<file path="src/rtl/iob_clint_irq_ctrl.sv">
// Per-core interrupt pending/enable/claim stage behind the CLINT, on the iob native bus.
// Optional claim counter at register 3 is built only when IOB_CLINT_IRQ_CNT_EN is defined.
module iob_clint_irq_ctrl #(
  parameter int N_CORES = 1,
  parameter int ADDR_W  = 4,
  parameter int DATA_W  = 32
) (
  input  logic                  clk,
  input  logic                  rst,
  input  logic                  valid,
  input  logic [ADDR_W-1:0]     address,
  input  logic [DATA_W-1:0]     wdata,
  input  logic [DATA_W/8-1:0]   wstrb,
  output logic [DATA_W-1:0]     rdata,
  output logic                  ready,
  input  logic [N_CORES-1:0]    mtip,
  input  logic [N_CORES-1:0]    msip,
  output logic [N_CORES-1:0]    irq
);

  typedef enum logic [1:0] {
    REG_ENABLE  = 2'd0,
    REG_PENDING = 2'd1,
    REG_CLAIM   = 2'd2,
    REG_CNT     = 2'd3
  } reg_sel_t;

  // Timer sources occupy bits [15:0], software sources bits [31:16].
  localparam logic [15:0] CORE_MASK = 16'((32'h1 << N_CORES) - 32'h1);
  localparam logic [31:0] SRC_MASK  = {CORE_MASK, CORE_MASK};

  logic [N_CORES-1:0] mtip_q, msip_q, mtip_rise, msip_rise;
  logic [31:0]        enable, pending, pm, rise, wmask, w1c, claim_clr;
  logic [31:0]        pending_d, enable_d, claim_data, rd_data;
  logic [4:0]         claim_idx;
  logic               claim_found, wr_en, rd_en;
  reg_sel_t           sel;
  logic               unused_addr_bits;

  assign unused_addr_bits = ^address;

`ifdef IOB_CLINT_IRQ_CNT_EN
  logic [15:0] cnt;
`endif

  always_comb begin
    sel       = reg_sel_t'(address[3:2]);
    wr_en     = valid && (|wstrb);
    rd_en     = valid && !(|wstrb);
    mtip_rise = mtip & ~mtip_q;
    msip_rise = msip & ~msip_q;
    rise      = {16'(msip_rise), 16'(mtip_rise)} & SRC_MASK;
    pm        = pending & enable;

    wmask = '0;
    for (int unsigned b = 0; b < 4; b++) begin
      wmask[8*b +: 8] = {8{wstrb[b]}};
    end

    claim_found = 1'b0;
    claim_idx   = '0;
    for (int unsigned i = 0; i < 32; i++) begin
      if (pm[i] && !claim_found) begin
        claim_found = 1'b1;
        claim_idx   = 5'(i);
      end
    end
    claim_data = claim_found ? {1'b1, 22'b0, claim_idx[4], 4'b0, claim_idx[3:0]} : '0;

    claim_clr = '0;
    if (rd_en && sel == REG_CLAIM && claim_found) claim_clr[claim_idx] = 1'b1;
    w1c = (wr_en && sel == REG_PENDING) ? (wdata[31:0] & wmask) : '0;

    // Clears apply first so a same-cycle rising edge always survives.
    pending_d = ((pending & ~(claim_clr | w1c)) | rise) & SRC_MASK;

    enable_d = enable;
    if (wr_en && sel == REG_ENABLE)
      enable_d = ((enable & ~wmask) | (wdata[31:0] & wmask)) & SRC_MASK;

    rd_data = '0;
    case (sel)
      REG_ENABLE:  rd_data = enable;
      REG_PENDING: rd_data = pending;
      REG_CLAIM:   rd_data = claim_data;
`ifdef IOB_CLINT_IRQ_CNT_EN
      REG_CNT:     rd_data = {16'b0, cnt};
`else
      REG_CNT:     rd_data = '0;
`endif
      default:     rd_data = '0;
    endcase
  end

  always_ff @(posedge clk or negedge rst) begin
    if (!rst) begin
      mtip_q  <= '0;
      msip_q  <= '0;
      pending <= '0;
      enable  <= '0;
      irq     <= '0;
      ready   <= 1'b0;
      rdata   <= '0;
    end else begin
      mtip_q  <= mtip;
      msip_q  <= msip;
      pending <= pending_d;
      enable  <= enable_d;
      irq     <= pm[N_CORES-1:0] | pm[16 +: N_CORES];
      ready   <= valid;
      if (rd_en) rdata <= rd_data;
    end
  end

`ifdef IOB_CLINT_IRQ_CNT_EN
  always_ff @(posedge clk or negedge rst) begin
    if (!rst) begin
      cnt <= '0;
    end else if (wr_en && sel == REG_CNT) begin
      cnt <= '0;
    end else if (rd_en && sel == REG_CLAIM && claim_found && cnt != '1) begin
      cnt <= cnt + 16'd1;
    end
  end
`endif

endmodule

</file>
<file path="config.mk">
export PLATFORM = sky130hd
export DESIGN_NAME = iob_clint_irq_ctrl
export DESIGN_NICKNAME = d
export VERILOG_FILES = /design/src/rtl/iob_clint_irq_ctrl.sv
export SDC_FILE = /design/constraint.sdc
export NUM_CORES = 1
export LEC_CHECK = 0
export CAP_MARGIN = 15
export CORE_MARGIN = 2
export CORE_UTILIZATION = 28
export DETAILED_ROUTE_END_ITERATION = 12
export PLACE_DENSITY_LB_ADDON = 0.12
export SLEW_MARGIN = 20
export SYNTH_ARGS = -nofsm -noshare
export SYNTH_HDL_FRONTEND = slang
export SYNTH_SLANG_ARGS = --single-unit
</file>
<file path="constraint.sdc">
create_clock -name clk -period 1.3 [get_ports clk]
set_input_delay 0.13 -clock clk [delete_from_list [all_inputs] [get_ports clk]]
set_output_delay 0.13 -clock clk [all_outputs]
set_load 0.02 [all_outputs]
</file>
* Word-level counts from Yosys, hierarchy flattened
Cells that the tools add are included.
Cells by class: order comparisons 2, equality and inequality tests 3, mux-type cells 69, bitwise logic cells 14, reduce and logical (&&, ||, !) cells 72
Operators by type and width (number):
- 2-to-1 mux 5 bit | 29
- case mux 32 bit (4 select lines) | 1
- bitwise AND 17 bit | 4
- OR 17 bit | 3
- 2-to-1 mux 1 bit | 34
- 2-to-1 mux 17 bit | 2
- NOT 17 bit | 2
- logical NOT 1 bit | 32
- 2-to-1 mux 32 bit | 1
- logical AND 1 bit | 23
- logical AND 1 bit (first input constant) | 15
- < comparator 5 x 6 -> 1 bit (second input constant) | 1
- demux 1 bit (select 5 bit) | 1
- >= comparator 5 x 1 -> 1 bit (second input constant) | 1
- equality test 2 bit (second input constant) | 2
- OR reduction 4 bit | 1
- bitwise AND 1 bit | 2
- equality test 2 x 1 -> 1 bit (second input constant) | 1
- logical NOT 2 bit | 1
- 2-to-1 mux 2 bit | 1
- NOT 1 bit | 2
- OR 1 bit | 1
Word-level totals: register bits 40, input port bits 45, output and inout bits 34, word-level logic and storage cells 167

* Longest topological paths before layout
depth in word-level cells 104, mapped depth 4, mapped depth without buffers 3

* Worst setup path after synthesis
No wires, ideal clock.
path type input -> register, start in wstrb[1], end reg rdata[31], library setup time 127 ps, arrival 1191 ps, data required time 1173 ps, path slack -18 ps, stages 4, path buffers 1, path through or4b_4 -> buf_6 -> nor2_1 -> mux2_1
Between the ends: word-level cells in the longest chain between the ends 3
Ends and longest elaborated chain:
- from (decl) | RTL line 13 | input logic [DATA_W/8-1:0] wstrb,
- OR reduction 4 bit | RTL line 49 | rd_en = valid && !(|wstrb);
- logical NOT 1 bit | RTL line 49
- logical AND 1 bit | RTL line 49
- to (signal assigned) | RTL line 111 | if (rd_en) rdata <= rd_data;
- to (decl) | RTL line 14 | output logic [DATA_W-1:0] rdata,
No other way between the ends. A chain may end at the register's enable or synchronous reset.

==> impl_metrics.ini <==
[timing]
timing.fmax_ghz = 0.7932
rsz0062_at_grt = no
whs_ps = 157.4
hold_violations = 0
postLayoutSetupSlackWorst_ps = 39.22
period_share = 0.9698
slew_violations = 0
period_needed_ps = 1261
final.setup_skew_ps = 1.828
fin_setup_tns_ps = 0
setup_viol = 0

[clock_tree]
clk_pin_slew_worst_paths_ps = 70
clockBufferDepth = 2
cts-root-buf = clkbuf_4
cts_hold_buffers = 0
tritoncts = done
cts_buffers = 3
clk_latency_ps = 270
clock-sinks = 12
cts_htree_levels = 1

[floorplanning]
dieArea_mm2 = 0.003184
dieHeight_um = 56.43
fp.dieW_um = 56.43
start_util = 0.2864
ios = 79
num_rows = 19
core-area_mm2 = 0.002686

[worst_setup_path]
required_ps = 1450
end_kind = register
start_kind = input port
crit_type = input port to register
crit_fanout = 5
arrival_ps = 1420

[route]
vias_per_cell = 4.000
dr.pass1.iters = 1
ant_nets = 0
drc = 0
vias = 524
wire_per_inst_um = 9.802
drt_iter0_drc = 0
wl_um = 1284

[worst_hold_path]
min_path_type = input port to asynchronous set/reset pin

[synth]
ys_types = 22
syn-cell-area_um2 = 769.5
synth_seq_cells = 12
yosys_warnings = 0
syn_avg_cell_area_um2 = 10.12
synthCells = 76
yosysSeqAreaShare = 0.3902

[placed_design]
dp_hpwl_um = 1059
io_buffers = 18
dp_worst_setup_slack_ps = -422.9
gp_congestion = 0.7111
dpl_cell_area_um2 = 912.1

[cells_and_area]
fin_nets = 147
seq_area_um2 = 300.3
drive_gt1_frac = 0.1700
fill_cells = 310
n_antenna_cell = 0
multi_input_area_um2 = 351.6
finish.instance_area_um2 = 933.4
area_delta_synth_final_pct = 21.30

[power_and_ir_drop]
finalPower_mw = 0.9838
powerDensity_mw_per_mm2 = 1054
peakVddDrop_v = 0.0005600
leakage_nw = 0.4647

[grt]
antenna_found_initial = 0
globalRouteTotalUtil = 0.08790
gr-total-overflow = 0
grt_pass1_vias = 476
grt_max_degree = 13
grt_pass1_wl_um = 2104

[run_status]
status = finished, final reports clean

[job]
cap_violations = 0
==> routing by layer <==
| metal | wire length (um) | part of all wire | vias up | global-route usage |
|---|---|---|---|---|
| li1 | - | - | 252 | - |
| met1 | 532 | 0.41 | 247 | 0.1006 |
| met2 | 667 | 0.52 | 23 | 0.1412 |
| met3 | 77 | 0.060 | 2 | 0.02995 |
| met4 | 6 | 0.0047 | 0 | 0.05102 |
| met5 | 0 | 0 | - | 0 |
==> logic make-up (layout without fill, tap and decap cells) <==
logic type	count (synthesis)	count (layout)	share of synthesized area
compound gates	10	10	0.07804
other cells	1	28	0.004873
buf+inv	32	29	0.3024
mux	5	5	0.06992
flops	12	12	0.3902
simple gates	16	16	0.1545
==> final cells by class <==
| class | count | area share |
|---|---|---|
| Clock buffer | 3 | 0.02413 |
| Inverter | 2 | 0.008043 |
| Multi-Input combinational cell | 59 | 0.3767 |
| Sequential cell | 12 | 0.3217 |
| Tap cell | 31 | 0.04155 |
| Timing Repair Buffer | 24 | 0.2279 |
==> where the power goes <==
| group | switching, mW | internal, mW |
|---|---|---|
| clock | 0.116 | 0.107 |
| sequential | 0.0270 | 0.424 |
| combinational | 0.190 | 0.120 |
==> final timing paths <==
kind                             startpoint  slack [ps]               endpoint  cells past startpoint
hold / removal                          rst         160       mtip_q$_DFF_PN0_                      2
max in group asynchronous               rst         990   rdata[8]$_DFFE_PN0N_                      2
setup reg to reg                   register         280  rdata[31]$_DFFE_PN0N_                      3
setup / recovery                 address[2]          40               register                      5
min in group clk                      valid         200        ready$_DFF_PN0_                      2
hold reg to reg            mtip_q$_DFF_PN0_         440   pending[0]$_DFF_PN0_                      1
==> per-stage QoR <==
stage / cells / utilization
global placement: 128 / 0.3395
finish: 131 / 0.3475
CTS: 131 / 0.3475
global route: 131 / 0.3475
floorplan: 103 / -
detailed placement: 128 / 0.3395
==> critical path: stages <==
cell and delay, ps:
clkdlybuf4s50_1 430, buf_4 170, nor3b_1 300, nand2_1 110, mux2_2 270
==> cells in the mapped netlist, drive strengths merged <==
| master | instances | area share |
|---|---|---|
| or4b | 1 | 0.018 |
| o22ai | 2 | 0.016 |
| mux2i | 2 | 0.026 |
| buf | 29 | 0.29 |
| dfrtp | 12 | 0.39 |
| nor4b | 2 | 0.050 |
| conb | 1 | 0.0049 |
| mux2 | 3 | 0.044 |
| nand3b | 1 | 0.0098 |
| or3b | 1 | 0.011 |
| o41ai | 2 | 0.023 |
| clkbuf | 1 | 0.0049 |
| nor2 | 1 | 0.0049 |
| inv | 2 | 0.0098 |
| nand2 | 7 | 0.034 |
| nand2b | 2 | 0.016 |
| nor3b | 1 | 0.0098 |
| o21ai | 5 | 0.033 |
| a21oi | 1 | 0.0065 |
==> layout by cell type (no fill, tap or decap), types with 3 or more instances in the layout <==
cell type	Yosys	layout
buf_4	28	6
clkbuf_4	0	3
clkdlybuf4s50_1	0	8
conb_1	1	28
dfrtp_1	12	12
dlygate4sd2_1	0	10
nand2_1	7	7
o21ai_0	5	5
==> what timing repair did <==
| item | CTS | global route |
|---|---|---|
| endpoints found under the hold margin | 0 | 0 |
| gates resized for setup | 13 | 0 |
| buffers inserted | 0 | 0 |
| endpoints found under the setup margin | 12 | 0 |
No activity file was read; power rests on OpenSTA's default activity.
